File: config.mk
export PLATFORM = sky130hd
export DESIGN_NAME = vga_sync_rx
export DESIGN_NICKNAME = d
export VERILOG_FILES = /design/src/rtl/vga_sync_rx.sv
export SDC_FILE = /design/constraint.sdc
export NUM_CORES = 1
export LEC_CHECK = 0
export BUFFER_PORTS_ARGS = -buffer_cell sky130_fd_sc_hd__buf_2
export CAP_MARGIN = 20
export CORE_ASPECT_RATIO = 0.6
export CORE_MARGIN = 10
export CORE_UTILIZATION = 45
export CTS_BUF_LIST = sky130_fd_sc_hd__clkbuf_8
export CTS_CLUSTER_SIZE = 30
export DETAILED_ROUTE_END_ITERATION = 12
export PLACE_DENSITY = 0.61
export RECOVER_POWER = 50
export SLEW_MARGIN = 20
export SYNTH_ARGS = -nofsm -noshare
export SYNTH_HDL_FRONTEND = slang
export SYNTH_SLANG_ARGS = --single-unit
File: constraint.sdc
create_clock -name clk -period 3.5 [get_ports clk]
set_input_delay 0.35 -clock clk [delete_from_list [all_inputs] [get_ports clk]]
set_output_delay 0.35 -clock clk [all_outputs]
set_load 0.01 [all_outputs]
File: src/rtl/vga_sync_rx.sv
// vga_sync_rx: recovers VGA raster timing from sampled hsync/vsync, locks to the nominal raster and emits x/y plus a qualified pixel stream.
// Optional VGA_RX_CHECKSUM_EN adds frame_sum, the per-frame sum of valid pixels.
module vga_sync_rx #(
    parameter logic [10:0] H_TOTAL     = 11'd800,
    parameter logic [9:0]  V_TOTAL     = 10'd525,
    parameter logic [10:0] H_OFFSET    = 11'd144,
    parameter logic [9:0]  V_OFFSET    = 10'd35,
    parameter logic [10:0] H_ACTIVE    = 11'd640,
    parameter logic [9:0]  V_ACTIVE    = 10'd480,
    parameter logic [3:0]  LOCK_FRAMES = 4'd2
) (
    input  logic        clk,
    input  logic        rst_n,
    input  logic        hsync,
    input  logic        vsync,
    input  logic [11:0] rgb_in,
    output logic [11:0] pixel,
    output logic [9:0]  x,
    output logic [9:0]  y,
    output logic        pixel_valid,
    output logic        frame_start,
    output logic        locked,
    output logic [10:0] line_len,
    output logic [9:0]  frame_lines
`ifdef VGA_RX_CHECKSUM_EN
    ,
    output logic [15:0] frame_sum
`endif
);
    localparam logic [1:0] SEARCH = 2'd0, ACQUIRE = 2'd1, LOCKED = 2'd2;
    localparam logic [10:0] H_LOSS = 11'(2 * H_TOTAL);
    logic [2:0] hs_sh, vs_sh;
    logic [11:0] rgb_d1, rgb_d2, rgb_d3;
    logic [10:0] h_cnt, len_now;
    logic [9:0] v_cnt, lines_now;
    logic [1:0] state, state_nxt;
    logic [3:0] good_cnt, good_nxt;
    logic vs_pend, bad, hs_fe, vs_fe, bnd, line_bad, frame_bad, frame_ok, in_win;
    // Sync flops idle high so the first low level after reset reads as a falling edge.
    always_ff @(posedge clk or negedge rst_n) begin
        if (!rst_n) begin
            hs_sh  <= 3'b111;
            vs_sh  <= 3'b111;
            rgb_d1 <= '0;
            rgb_d2 <= '0;
            rgb_d3 <= '0;
        end else begin
            hs_sh  <= {hs_sh[1:0], hsync};
            vs_sh  <= {vs_sh[1:0], vsync};
            rgb_d1 <= rgb_in;
            rgb_d2 <= rgb_d1;
            rgb_d3 <= rgb_d2;
        end
    end
    assign hs_fe     = hs_sh[2] & ~hs_sh[1];
    assign vs_fe     = vs_sh[2] & ~vs_sh[1];
    assign len_now   = h_cnt + 11'd1;
    assign lines_now = v_cnt + 10'd1;
    assign bnd       = hs_fe & (vs_pend | vs_fe);
    assign line_bad  = hs_fe & (len_now != H_TOTAL);
    assign frame_bad = bad | line_bad;
    assign frame_ok  = !frame_bad && lines_now == V_TOTAL;
    assign in_win    = h_cnt >= H_OFFSET && h_cnt < H_OFFSET + H_ACTIVE &&
                       v_cnt >= V_OFFSET && v_cnt < V_OFFSET + V_ACTIVE;
    assign locked    = state == LOCKED;
    always_comb begin
        state_nxt = state;
        good_nxt  = good_cnt;
        if (state == SEARCH) begin
            if (bnd) begin
                state_nxt = ACQUIRE;
                good_nxt  = '0;
            end
        end else if (state == ACQUIRE) begin
            if (bnd) begin
                good_nxt  = frame_ok ? good_cnt + 4'd1 : 4'd0;
                state_nxt = frame_ok && good_cnt + 4'd1 >= LOCK_FRAMES ? LOCKED : ACQUIRE;
            end
        end else if (line_bad || (bnd && lines_now != V_TOTAL) || h_cnt >= H_LOSS) begin
            state_nxt = SEARCH;
        end
    end
    always_ff @(posedge clk or negedge rst_n) begin
        if (!rst_n) begin
            h_cnt       <= '0;
            v_cnt       <= '0;
            vs_pend     <= 1'b0;
            bad         <= 1'b0;
            state       <= SEARCH;
            good_cnt    <= '0;
            line_len    <= '0;
            frame_lines <= '0;
            frame_start <= 1'b0;
            pixel_valid <= 1'b0;
            x           <= '0;
            y           <= '0;
            pixel       <= '0;
        end else begin
            h_cnt       <= hs_fe ? 11'd0 : (&h_cnt ? h_cnt : len_now);
            line_len    <= hs_fe ? len_now : line_len;
            v_cnt       <= bnd ? 10'd0 : (hs_fe ? lines_now : v_cnt);
            frame_lines <= bnd ? lines_now : frame_lines;
            vs_pend     <= bnd ? 1'b0 : (vs_pend | vs_fe);
            bad         <= bnd ? 1'b0 : frame_bad;
            state       <= state_nxt;
            good_cnt    <= good_nxt;
            frame_start <= bnd;
            pixel_valid <= state_nxt == LOCKED && in_win;
            x           <= in_win ? 10'(h_cnt - H_OFFSET) : 10'd0;
            y           <= in_win ? v_cnt - V_OFFSET : 10'd0;
            pixel       <= rgb_d3;
        end
    end
`ifdef VGA_RX_CHECKSUM_EN
    logic [15:0] acc;
    always_ff @(posedge clk or negedge rst_n) begin
        if (!rst_n) begin
            acc       <= '0;
            frame_sum <= '0;
        end else begin
            acc       <= bnd ? 16'd0 : (pixel_valid ? acc + {4'd0, pixel} : acc);
            frame_sum <= bnd ? acc : frame_sum;
        end
    end
`endif
endmodule

==> qor.yml <==
status:
  status: "completed"
critical_path:
  worst_path_max_delay_cell: "clkbuf_1"
  rr_startpoint: "hs_sh[2]$_DFF_PN1_"
  cp_cell_sequence: "nor2b_1 -> clkbuf_1 -> o21ai_1 -> nor4_1 -> nand4b_1 -> a21oi_1"
  crit_start: "hs_sh[2]$_DFF_PN1_"
  critical_path_buf_inv_count: 1
  arrival_ps: 3210
  start_kind: "register"
  cpPeakStageDelay_ps: 790
  crit_fanout: 21
  worst-endpoint-required_ps: 3840
  crit_family: "buffers and inverters"
  end_kind: "register"
  path_class: "reg -> reg"
cts:
  tritoncts: "yes"
  worstSkewPairLatency_ps: 430
  clock_path_buffers: 2
  cts-root-buf: "clkbuf_8"
  clk_pin_slew_ps: 70
  cts_sinks: 126
  post_cts_buffers: 0
  htree_levels: 4
  cts_buffers: 17
synth:
  syn_area_um2: 4920
  post_synth.cell_area_avg_um2: 11.3
  netlist.area_leader.share_pct: 61.1
  yosys-top-cells-area: "dfrtp_1, xnor2_1, o21ai_0, nor2_1, dfstp_2"
  synth_ff_type: "dfrtp_1"
  synth_seq_cells: 126
  async_flop_share_pct: 100
  synth_top_area_cell: "dfrtp_1"
  syn_inst: 434
  yosysWarningCount: 0
  synth_nets: 460
  ys_types: 50
  synth_edf_count: 0
  synth_seq_area_share_pct: 64.3
drt:
  route.detailed.drc: 0
  drt-pass1-iter-count: 4
  wl_mm: 10.7
  drt_iter0_markers: 217
  vias: 3342
  via_per_inst: 5.01
  drt.antenna.violating_nets: 0
  drt-wirelength-per-cell_um: 16.0
timing:
  hold_viol_final: 0
  finalSetupViolCount: 0
  holdWs_ps: 34.0
  max_freq_mhz: 348
  worst_pin_slew_ps: 1330
  max_slew_margin_pct: 11.0
  drv_slew: 0
  period_share_pct: 82.1
  final.min_clock_period_ps: 2870
  finalClockSkew_ps: 9.40
  rsz0062_at_grt: "no"
  tns_ps: 0
die:
  initial_utilization_pct: 46.3
  fp-row-count: 29
  core-area_um2: 10600
  die_area_um2: 15600
  die_y_um: 101
  fp.dieW_um: 155
  num_io_pins: 72
final_layout:
  drive_gt1_share_pct: 14.2
  finish.net_count: 541
  n_antenna_cell: 0
  area_growth_pct: 20.4
place:
  post-dp-hpwl_mm: 7.56
  gp_congestion: 0.898
  portBuffers: 71
grt:
  grt_pass1_wl_mm: 17.8
  grt_antenna_before_repair: 0
  overflow: 0
  grt_pass1_vias: 3444
  grt_max_degree: 73
  grt_use_total_pct: 14.6
job:
  max_cap_viol_count: 0
worst_hold_path:
  hp-start: "rgb_in[10]"
  hold_path_class: "in -> reg"
power:
  leakage_uw: 0.00270
  p_per_area_nw_per_um2: 557
  ir_drop_uv: 232
==> worst reg2reg max path: stages, from the launching register on <==
cell      delay (ps)
dfstp_2          520
nor2b_1          110
clkbuf_1         790
o21ai_1          590
nor4_1           400
nand4b_1         180
a21oi_1          190
==> synth_stat cells (3+ instances only) <==
cell type,n
dfrtp_1,120
a31oi_1,3
nand2b_1,4
nor4_1,5
nor3_1,9
nor2_1,46
xor2_1,5
dfstp_2,6
or2_2,3
nor2b_1,8
nand2_1,42
clkbuf_1,22
nand4_1,4
a21oi_1,14
xnor2_1,26
o21ai_0,37
inv_1,15
and3_1,5
buf_2,5
ha_1,10
nand3_1,7
==> state kept, by name, indices dropped and copies added (netlist names), 2 cells and up <==
| register | cells |
|---|---|
| line_len | 11 |
| state | 2 |
| rgb_d1 | 12 |
| v_cnt | 10 |
| h_cnt | 11 |
| pixel | 12 |
| frame_lines | 10 |
| rgb_d3 | 12 |
| vs_sh | 3 |
| good_cnt | 4 |
| x | 10 |
| hs_sh | 3 |
| rgb_d2 | 12 |
| y | 10 |
==> power by group <==
part / leakage, uW / total (uW) / switching [uW] / internal (uW)
combinational: 0.000867 / 285 / 177 / 107
sequential: 0.00160 / 1620 / 73.0 / 1540
clock: 0.000232 / 1400 / 540 / 856
==> layout make-up <==
class                      count  area, um2
clock inverter                14        200
clock buffer                  18        248
fill                         918       4710
tap                          139        174
multi-input combinational    264       1590
timing repair buffer          91        494
inverter                      15       56.3
sequential                   126       3160
==> cell usage in the layout (no fill, tap or decap), types with 5 or more instances in the layout <==
cell and instances:
o21ai_0 35, xor2_1 5, nor4_1 5, a21oi_1 14, inv_1 18, nor2b_1 8, buf_2 26, ha_1 10
clkbuf_1 45, nand3_1 7, nor3_1 9, bufinv_16 5, nor2_1 46, dlygate4sd3_1 14, nand2_1 42, and3_1 5
dfrtp_1 120, xnor2_1 26, clkbuf_8 18
==> path summary, 6_finish.rpt <==
kind                            depth (start not counted)  slack, ps               endpoint
min in group asynchronous                               2        760    rgb_d1[1]$_DFF_PN0_
worst max register to register                          6        630  pixel_valid$_DFF_PN0_
worst min register to register                          0        350    rgb_d2[7]$_DFF_PN0_
worst max-delay path                                    6        630  pixel_valid$_DFF_PN0_
max in group asynchronous                               3       1730  pixel_valid$_DFF_PN0_
worst min-delay path                                    1         30   rgb_d1[10]$_DFF_PN0_
==> repair_timing <==
action | in CTS | in global routing
hold buffers | 9 | 5
resized for setup | 0 | 0
endpoints found under the hold margin | 56 | 5
==> stage by stage <==
stage	setup WS (ps)	utilization [%]	instance area, um2	power (uW)	std cells
2_1_floorplan	1620	-	4920	1790	434
3_3_place_gp	897	50.7	5390	1920	621
3_5_place_dp	778	50.7	5390	1930	621
4_1_cts	743	55.8	5930	3340	662
5_1_grt	401	55.7	5920	3460	667
6_report	626	55.7	5920	3300	667
==> cell families (layout without fill, tap and decap cells) <==
logic type	after synthesis	after routing	synth area share, %
DFF	126	126	64.3
and+or+nand+nor	143	143	13.7
buffers and inverters	44	138	3.49
AOI/OAI and AO/OA	77	77	9.80
muxes	3	3	0.636
xor gates and xnor gates	31	31	5.52
adders and majority gates	10	10	2.54
==> per-layer routing <==
| layer | up-vias | track usage [%] | wire length, um |
|---|---|---|---|
| met1 | 1639 | 20.0 | 5370 |
| met4 | 0 | 5.57 | 132 |
| met2 | 80 | 20.7 | 4560 |
| met5 | - | 0 | 0 |
| met3 | 8 | 5.24 | 606 |
| li1 | 1615 | - | - |
Power figures use the tool's default switching activity.
